## config.mk

```make
export PLATFORM = sky130hd
export DESIGN_NAME = screen_scan
export DESIGN_NICKNAME = d
export VERILOG_FILES = /design/src/rtl/scan_pkg.sv /design/src/rtl/scan_timing.sv /design/src/rtl/screen_scan.sv
export SDC_FILE = /design/constraint.sdc
export NUM_CORES = 1
export LEC_CHECK = 0
export CAP_MARGIN = 20
export CORE_UTILIZATION = 39
export CTS_BUF_LIST = sky130_fd_sc_hd__clkbuf_2
export CTS_CLUSTER_DIAMETER = 80
export CTS_CLUSTER_SIZE = 40
export DETAILED_ROUTE_END_ITERATION = 8
export PLACE_DENSITY = 0.58
export SYNTH_ARGS = -nofsm -noshare
export SYNTH_HDL_FRONTEND = slang
export SYNTH_SLANG_ARGS = --single-unit
```

## constraint.sdc

```tcl
create_clock -name mck -period 3.3 [get_ports mck]
set_input_delay 0.66 -clock mck [delete_from_list [all_inputs] [get_ports mck]]
set_output_delay 0.66 -clock mck [all_outputs]
set_load 0.05 [all_outputs]
```

## src/rtl/scan_pkg.sv

```systemverilog
// scan_pkg: shared timing constants and helpers for the Z88-style screen scanner.
//
// Contents:
//   - 640x480 horizontal/vertical timing (visible, porches, sync, totals)
//   - Z88 window placement (first line, line count), line repeat factor
//   - VRAM row geometry (nibbles per row, address field widths)
//   - in_span(): half-open range test used for sync/window decode
package scan_pkg;

  // Counter width covers both 0..799 and 0..524.
  localparam int unsigned CntW = 10;
  typedef logic [CntW-1:0] cnt_t;

  // Horizontal timing, in pixels.
  localparam cnt_t HVisible   = 10'd640;
  localparam cnt_t HSyncStart = 10'd656;
  localparam cnt_t HSyncEnd   = 10'd752;  // exclusive
  localparam cnt_t HLast      = 10'd799;  // H total 800
  // Last fetch slot of a line addresses nibble 0 of the next line.
  localparam cnt_t HFetchWrap = 10'd798;

  // Vertical timing, in lines.
  localparam int unsigned VVisible   = 480;
  localparam int unsigned VSyncStart = 490;
  localparam int unsigned VSyncEnd   = 492;  // exclusive
  localparam int unsigned VTotal     = 525;

  // Z88 window: 64 source lines, each shown on RepeatLines display lines.
  localparam int unsigned WinStart    = 112;
  localparam int unsigned WinLines    = 256;
  localparam int unsigned RepeatLog2  = 2;
  localparam int unsigned RepeatLines = 1 << RepeatLog2;

  // VRAM geometry.
  localparam int unsigned ZLineW     = 6;
  localparam int unsigned NibW       = 8;
  localparam int unsigned AddrW      = ZLineW + NibW;
  localparam logic [NibW-1:0] NibsPerRow = 8'd160;

  // True when lo <= x < hi.
  function automatic logic in_span(input cnt_t x, input cnt_t lo, input cnt_t hi);
    return (x >= lo) && (x < hi);
  endfunction

endpackage

```

## src/rtl/scan_timing.sv

```systemverilog
// scan_timing: raster counters and registered sync/enable generation.
//
// Ports:
//   clk_i     master clock
//   rst_i     synchronous active-high reset
//   pix_ce_i  pixel enable; state only moves on cycles where it is high
//   hcnt_o    current horizontal position 0..799 (unregistered view of the counter)
//   vcnt_o    current vertical position 0..TotalLines-1
//   hs_o      horizontal sync, active-low, registered
//   vs_o      vertical sync, active-low, registered
//   de_o      visible-area enable, registered
//
// hs/vs/de are registered from the counter value at a pixel tick, so they lag the
// counters by exactly one tick; the pixel path in the top uses the same latency.
// Vertical geometry is parameterised so short frames can be built; defaults are
// the 480-line mode.
module scan_timing
  import scan_pkg::*;
#(
  parameter int unsigned VisLines    = VVisible,
  parameter int unsigned SyncLineBeg = VSyncStart,
  parameter int unsigned SyncLineEnd = VSyncEnd,
  parameter int unsigned TotalLines  = VTotal
) (
  input  logic clk_i,
  input  logic rst_i,
  input  logic pix_ce_i,
  output cnt_t hcnt_o,
  output cnt_t vcnt_o,
  output logic hs_o,
  output logic vs_o,
  output logic de_o
);

  localparam cnt_t VVisC  = cnt_t'(VisLines);
  localparam cnt_t VSyncB = cnt_t'(SyncLineBeg);
  localparam cnt_t VSyncE = cnt_t'(SyncLineEnd);
  localparam cnt_t VLastC = cnt_t'(TotalLines - 1);

  cnt_t hcnt_q, hcnt_d;
  cnt_t vcnt_q, vcnt_d;
  logic hs_q, hs_d;
  logic vs_q, vs_d;
  logic de_q, de_d;

  always_comb begin
    hcnt_d = hcnt_q + 10'd1;
    vcnt_d = vcnt_q;
    if (hcnt_q == HLast) begin
      hcnt_d = '0;
      vcnt_d = (vcnt_q == VLastC) ? '0 : vcnt_q + 10'd1;
    end

    hs_d = ~in_span(hcnt_q, HSyncStart, HSyncEnd);
    vs_d = ~in_span(vcnt_q, VSyncB, VSyncE);
    de_d = (hcnt_q < HVisible) && (vcnt_q < VVisC);
  end

  always_ff @(posedge clk_i) begin
    if (rst_i) begin
      hcnt_q <= '0;
      vcnt_q <= '0;
      hs_q   <= 1'b1;
      vs_q   <= 1'b1;
      de_q   <= 1'b0;
    end else if (pix_ce_i) begin
      hcnt_q <= hcnt_d;
      vcnt_q <= vcnt_d;
      hs_q   <= hs_d;
      vs_q   <= vs_d;
      de_q   <= de_d;
    end
  end

  assign hcnt_o = hcnt_q;
  assign vcnt_o = vcnt_q;
  assign hs_o   = hs_q;
  assign vs_o   = vs_q;
  assign de_o   = de_q;

endmodule

```

## src/rtl/screen_scan.sv

```systemverilog
// screen_scan: scans a 64x640 Z88 bitmap out of VRAM onto a 640x480 raster.
//
// Ports:
//   mck      master clock, all logic on its rising edge
//   rin      synchronous active-high reset
//   pix_ce   pixel enable; counters, fetch and outputs advance only when high
//   lcdon    0 blanks ink without disturbing timing
//   vram_a   VRAM address {zline[5:0], nib[7:0]}
//   vram_di  VRAM nibble, bit 3 = leftmost pixel, valid one mck after vram_a
//   hs, vs   active-low syncs
//   de       visible-area enable
//   pix      pixel out, 1 = ink
//
// Build option: define SCREEN_SCAN_BORDER_EN to draw solid lines on the display
// lines just above and just below the Z88 window (independent of lcdon).
//
// Pipeline per nibble n (hcnt 4n..4n+3):
//   hcnt 4n-2  address of nibble n is driven (798 of the previous line for n=0)
//   hcnt 4n-1  vram_di captured into hold_q
//   hcnt 4n    hold_q enters the shifter; its MSB is pix for this column
// Vertical geometry parameters exist so reduced frames can be built; the defaults
// come from scan_pkg.
module screen_scan
  import scan_pkg::*;
#(
  parameter int unsigned VisLines    = VVisible,
  parameter int unsigned SyncLineBeg = VSyncStart,
  parameter int unsigned SyncLineEnd = VSyncEnd,
  parameter int unsigned TotalLines  = VTotal,
  parameter int unsigned WinTop      = WinStart,
  parameter int unsigned WinRows     = WinLines
) (
  input  logic             mck,
  input  logic             rin,
  input  logic             pix_ce,
  input  logic             lcdon,
  output logic [AddrW-1:0] vram_a,
  input  logic [3:0]       vram_di,
  output logic             hs,
  output logic             vs,
  output logic             de,
  output logic             pix
);

  localparam cnt_t WinTopC = cnt_t'(WinTop);
  localparam cnt_t WinEndC = cnt_t'(WinTop + WinRows);
  localparam cnt_t VLastC  = cnt_t'(TotalLines - 1);
`ifdef SCREEN_SCAN_BORDER_EN
  localparam cnt_t BorderTopC = cnt_t'(WinTop - 1);
`endif

  cnt_t hcnt;
  cnt_t vcnt;

  scan_timing #(
    .VisLines    (VisLines),
    .SyncLineBeg (SyncLineBeg),
    .SyncLineEnd (SyncLineEnd),
    .TotalLines  (TotalLines)
  ) u_timing (
    .clk_i    (mck),
    .rst_i    (rin),
    .pix_ce_i (pix_ce),
    .hcnt_o   (hcnt),
    .vcnt_o   (vcnt),
    .hs_o     (hs),
    .vs_o     (vs),
    .de_o     (de)
  );

  logic [AddrW-1:0] vram_a_q, vram_a_d;
  logic [3:0]       hold_q, hold_d;
  logic [3:0]       shift_q, shift_d;
  logic             pix_q, pix_d;

  // Fetch targets the column two pixels ahead, which may be on the next line.
  logic            line_end;
  cnt_t            fetch_v;
  logic [NibW-1:0] fetch_nib;
  logic            fetch_ok;

  always_comb begin
    line_end  = (hcnt == HFetchWrap);
    fetch_v   = vcnt;
    fetch_nib = 8'((hcnt + 10'd2) >> 2);
    if (line_end) begin
      fetch_v   = (vcnt == VLastC) ? '0 : vcnt + 10'd1;
      fetch_nib = '0;
    end
    fetch_ok = (hcnt[1:0] == 2'd2) && in_span(fetch_v, WinTopC, WinEndC)
               && (fetch_nib < NibsPerRow);

    // Outside the window and past nibble 159 the address simply holds.
    vram_a_d = vram_a_q;
    if (fetch_ok) begin
      vram_a_d = {ZLineW'((fetch_v - WinTopC) >> RepeatLog2), fetch_nib};
    end
  end

  logic       load;
  logic [3:0] cur;
  logic       in_win;

  always_comb begin
    hold_d = hold_q;
    if (hcnt[1:0] == 2'd3) begin
      hold_d = vram_di;
    end

    // On a nibble boundary the held nibble is loaded and its MSB used at once,
    // keeping pix on the same one-tick latency as de/hs/vs.
    load    = (hcnt[1:0] == 2'd0);
    cur     = load ? hold_q : shift_q;
    shift_d = {cur[2:0], 1'b0};

    in_win = in_span(vcnt, WinTopC, WinEndC);
    pix_d  = cur[3] & lcdon & in_win & (hcnt < HVisible);
`ifdef SCREEN_SCAN_BORDER_EN
    if (((vcnt == BorderTopC) || (vcnt == WinEndC)) && (hcnt < HVisible)) begin
      pix_d = 1'b1;
    end
`endif
  end

  always_ff @(posedge mck) begin
    if (rin) begin
      vram_a_q <= '0;
      hold_q   <= '0;
      shift_q  <= '0;
      pix_q    <= 1'b0;
    end else if (pix_ce) begin
      vram_a_q <= vram_a_d;
      hold_q   <= hold_d;
      shift_q  <= shift_d;
      pix_q    <= pix_d;
    end
  end

  assign vram_a = vram_a_q;
  assign pix    = pix_q;

endmodule

```

==> qor.txt <==
=================================================================================
Result of the run                                                       completed
Number of flops mapped to enable cells by yosys                                 0
Post-synthesis register bit count                                              45
Most used flip-flop cell after synthesis                                  dfxtp_1
Count of vias placed by the detailed router                                 2,214
Pin slew with the least headroom to its limit                           0.8311 ns
Worst Hold Path Cells                                                           2
Post-synthesis net count                                                      322
Vias in the first global route                                              1,973
Routed wire per std cell                                                 14.70 µm
Net Switching                                                         0.0002129 W
Leading post-synthesis cells by cell area                            dfxtp_1 (37%), a21oi_1 (5.5%), xnor2_1 (5.0%)
Normalized max-slew margin                                                 0.4442
Cells after DPL                                                               394
ANT cells                                                                       0
Time the worst path needs with I/O delays and setup                      2.959 ns
Fraction of layout cells with a size suffix above 1                       0.07669
Met1 usage in global routing                                               0.2758
Fraction of synthesis flops using an asynchronous set or reset pin              0
Hpwl dp                                                                   4230 µm
Yosys warning count                                                             0
Num rows                                                                       28
Slowest Stage Delay on Critical Path                                      0.47 ns
RSZ-0062 raised after global routing                                        false
Worst-case setup slack after placement                                  0.3465 ns
Met3 track demand over resource                                           0.03778
Setup clock skew after layout                                         0.007798 ns
Core outline area                                                    0.005991 mm²
Part of the cycle the worst path needs                                     0.8967
Internal power component                                              0.0006989 W
Mean instance size in the synthesized netlist                           8.021 µm²
Fraction of power consumed by combinational cells                           0.067
Number of antenna violations at the first check in global routing               0
Number of different library cells in the post-synthesis netlist                41
Final Hold Vio Count                                                            0
Fin nets                                                                      341
H-Tree Depth                                                                    2
Overflow left after global routing                                              0
DR iter-0 viols                                                               102
Die outline height                                                       81.46 µm
Destination of the worst hold path                                      hold_q[2]
Critical-path top delay cell                                              dfxtp_1
Global routing met2 resource utilization                                   0.2783
Clock latency on the worst-skew pair                                      0.40 ns
Internal reg-to-reg setup slack                                           0.34 ns
Clock Root Buffer                                                        clkbuf_2
Post-route non-filler standard cell count                                     401
Number of cells produced by synthesis                                         307
Required arrival time at the worst endpoint                               3.63 ns
Clock Tree Buf Depth                                                            2
Seq/Total Area, Yosys                                                      0.3659
Total wire length after detailed routing                                  5895 µm
Relative contribution of the clock network to total power                   0.324
Number of clock sinks                                                          45
Achievable clock frequency                                              338.0 MHz
Most heavily used metal layer in global routing                              met2
Static leakage power                                                    0.9004 nW
Endpoint arrival time on the critical path                                3.29 ns
Power density cells                                                  320.3 mW/mm²
Type of the worst setup path                                         flop to flop
CTS tree                                                                     done
Number of max-slew violations in the final report                               0
Area after detailed placement                                        0.002779 mm²
Hold WC Path Type                                                    flop to flop
Startpoint of the worst register-to-register path                    u_timing.vcnt_o[6]
Final weighted congestion in routability-driven placement                  0.9121
Clock slew at reported path FFs                                           0.21 ns
Type of destination of the critical path                                     flop
Startpoint class of the critical path                                        flop
Die span in x                                                            81.46 µm
Max-cap check violation count                                                   0
Final design area excluding fillers                                  0.002846 mm²
Maximum VDD drop                                                        0.1477 mV
Post-Syn Area                                                        0.002462 mm²
Setup-failing EPs final                                                         0
Number of top-level pins                                                       26
Number of nets still failing antenna checks after routing                       0
Die ar.                                                              0.006636 mm²
Maximum number of pins on one net before global-route repair                   24
DR pass1 iterations                                                             4
Yosys top cell area share                                                  0.3659
FF-to-FF End                                                            vram_a[4]
Area growth syn-to-layout                                                  15.60%
Num CTS Buffers                                                                 5
Crit path setup slack, layout                                           0.3410 ns
Library cell with the largest summed area after synthesis                 dfxtp_1
First-pass GRT wire length                                                9763 µm
Max Fanout on Critical Path                                                    12
Total routing usage reported by global routing                             0.1914
Initial cell density of the core                                           0.4110
Sequential Power Share                                                      0.609
Switch share                                                               0.2335
Number of vias per cell after detailed routing                              5.521
Worst Hold Launch                                                       hold_q[2]
Path depth of the worst reg2reg path                                           10
Aggregate negative setup slack                                               0 ns
Count of unresolved DRC violations after routing                                0
PortBufs                                                                       25
CP cell instances                                                    or3_1 > nor4_1 > nand2b_1 > o21ai_0 > ha_1 > a211oi_2 > xor2_1 > buf_4 > a21oi_1 > a211oi_1
=================================================================================
registers in the layout (all words and copies together) (netlist names):
name and count:
vram_a 14, u_timing.hcnt_o 10, u_timing.vcnt_o 10, hold_q 4
shift_q 3, pix 1, u_timing.de_o 1, u_timing.hs_o 1
u_timing.vs_o 1
area by class of cell:
cell class                 count  area, µm²
sequential                    45      900.9
inverter                       5      18.77
timing repair buffer          35      325.3
fill                         594       3144
multi-input combinational    234       1448
clock inverter                 2      35.03
clock buffer                   5      25.02
tap                           75      93.84
power groups by stage:
stage	Clock (W)	Sequential [W]	Combinational (W)
2_1_floorplan	0	0.000567	0.0000342
3_5_place_dp	0	0.000566	0.0000612
5_1_grt	0.000330	0.000557	0.0000673
3_3_place_gp	0	0.000565	0.0000611
6_report	0.000296	0.000555	0.0000611
4_1_cts	0.000311	0.000555	0.0000615
through the flow:
stage	power [W]	hold slack (ns)	util
finish	0.0009118	0.4709	0.4751
global route	0.0009540	0.4956	0.4751
CTS	0.0009278	0.4760	0.4739
detailed placement	0.0006268	0.4513	0.4639
global placement	0.0006264	0.4432	0.4639
floorplan	0.0006017	0.4329	-
cells in the final DEF, fill, tap and decap left out, types with 2 or more instances in the layout:
cell and count:
ha_1 7, or4_1 3, and3_1 4, clkdlybuf4s50_1 25, nand4_1 12, nor4_1 6, or2_2 2, or3_1 8
nor2b_1 2, nor2_1 30, xor2_1 9, nand2_1 14, inv_1 5, xnor2_1 13, a21oi_1 27, o21a_1 3
nand3_1 17, nor3_1 8, a31oi_1 3, nand4b_1 4, dfxtp_1 45, buf_4 10, o21ai_0 24, mux2i_1 3
nand2b_1 15, a211oi_1 6, clkbuf_2 5
synth_stat cells, types with 4 or more instances:
library cell	number
dfxtp_1	45
nor2_1	30
a21oi_1	27
o21ai_0	24
nand3_1	17
clkbuf_1	15
nand2b_1	15
nand2_1	14
xnor2_1	14
nand4_1	12
xor2_1	9
nor3_1	8
or3_1	8
ha_1	7
a211oi_1	6
buf_2	6
nor4_1	6
inv_1	5
and3_1	4
nand4b_1	4
timing repair:
item,CTS,global route
setup endpoints to repair,0,6
buffers inserted,0,0
gates resized for setup,0,1
endpoints found under the hold margin,0,0
hold buffers,0,0
layer usage:
layer | routed length [µm] | vias up
met5 | 0 | -
met3 | 257 | 6
met4 | 64 | 0
met1 | 3042 | 1023
li1 | - | 1132
met2 | 2530 | 53
worst max path at each step:
stage | from | endpoint | slack, ns
floorplan | u_timing.hcnt_o[6] | vram_a[12] | 0.55
global placement | u_timing.hcnt_o[1] | vram_a[6] | 0.46
detailed placement | u_timing.hcnt_o[1] | vram_a[7] | 0.35
CTS | u_timing.hcnt_o[1] | vram_a[7] | 0.32
global route | u_timing.hcnt_o[1] | vram_a[7] | 0.10
finish | u_timing.vcnt_o[6] | vram_a[4] | 0.34
kinds of logic after synthesis:
kind of cell / count (synthesis) / share of synthesized area
and+or+nand+nor: 129 / 0.2866
AOI/OAI and AO/OA: 71 / 0.1641
DFF: 45 / 0.3659
buffers and inverters: 28 / 0.04929
xor gates and xnor gates: 23 / 0.08181
adders and majority gates: 7 / 0.03557
muxes: 4 / 0.01677
worst max-delay path, delay by kind of cell (launching register included):
kind | cells | cell delay, ns
buf+inv | 1 | 0.22
xor+xnor | 1 | 0.32
simple gates | 3 | 0.83
fa+ha+maj | 1 | 0.28
flops | 1 | 0.47
compound gates | 4 | 0.77
No activity file was read; power rests on OpenSTA's default activity.
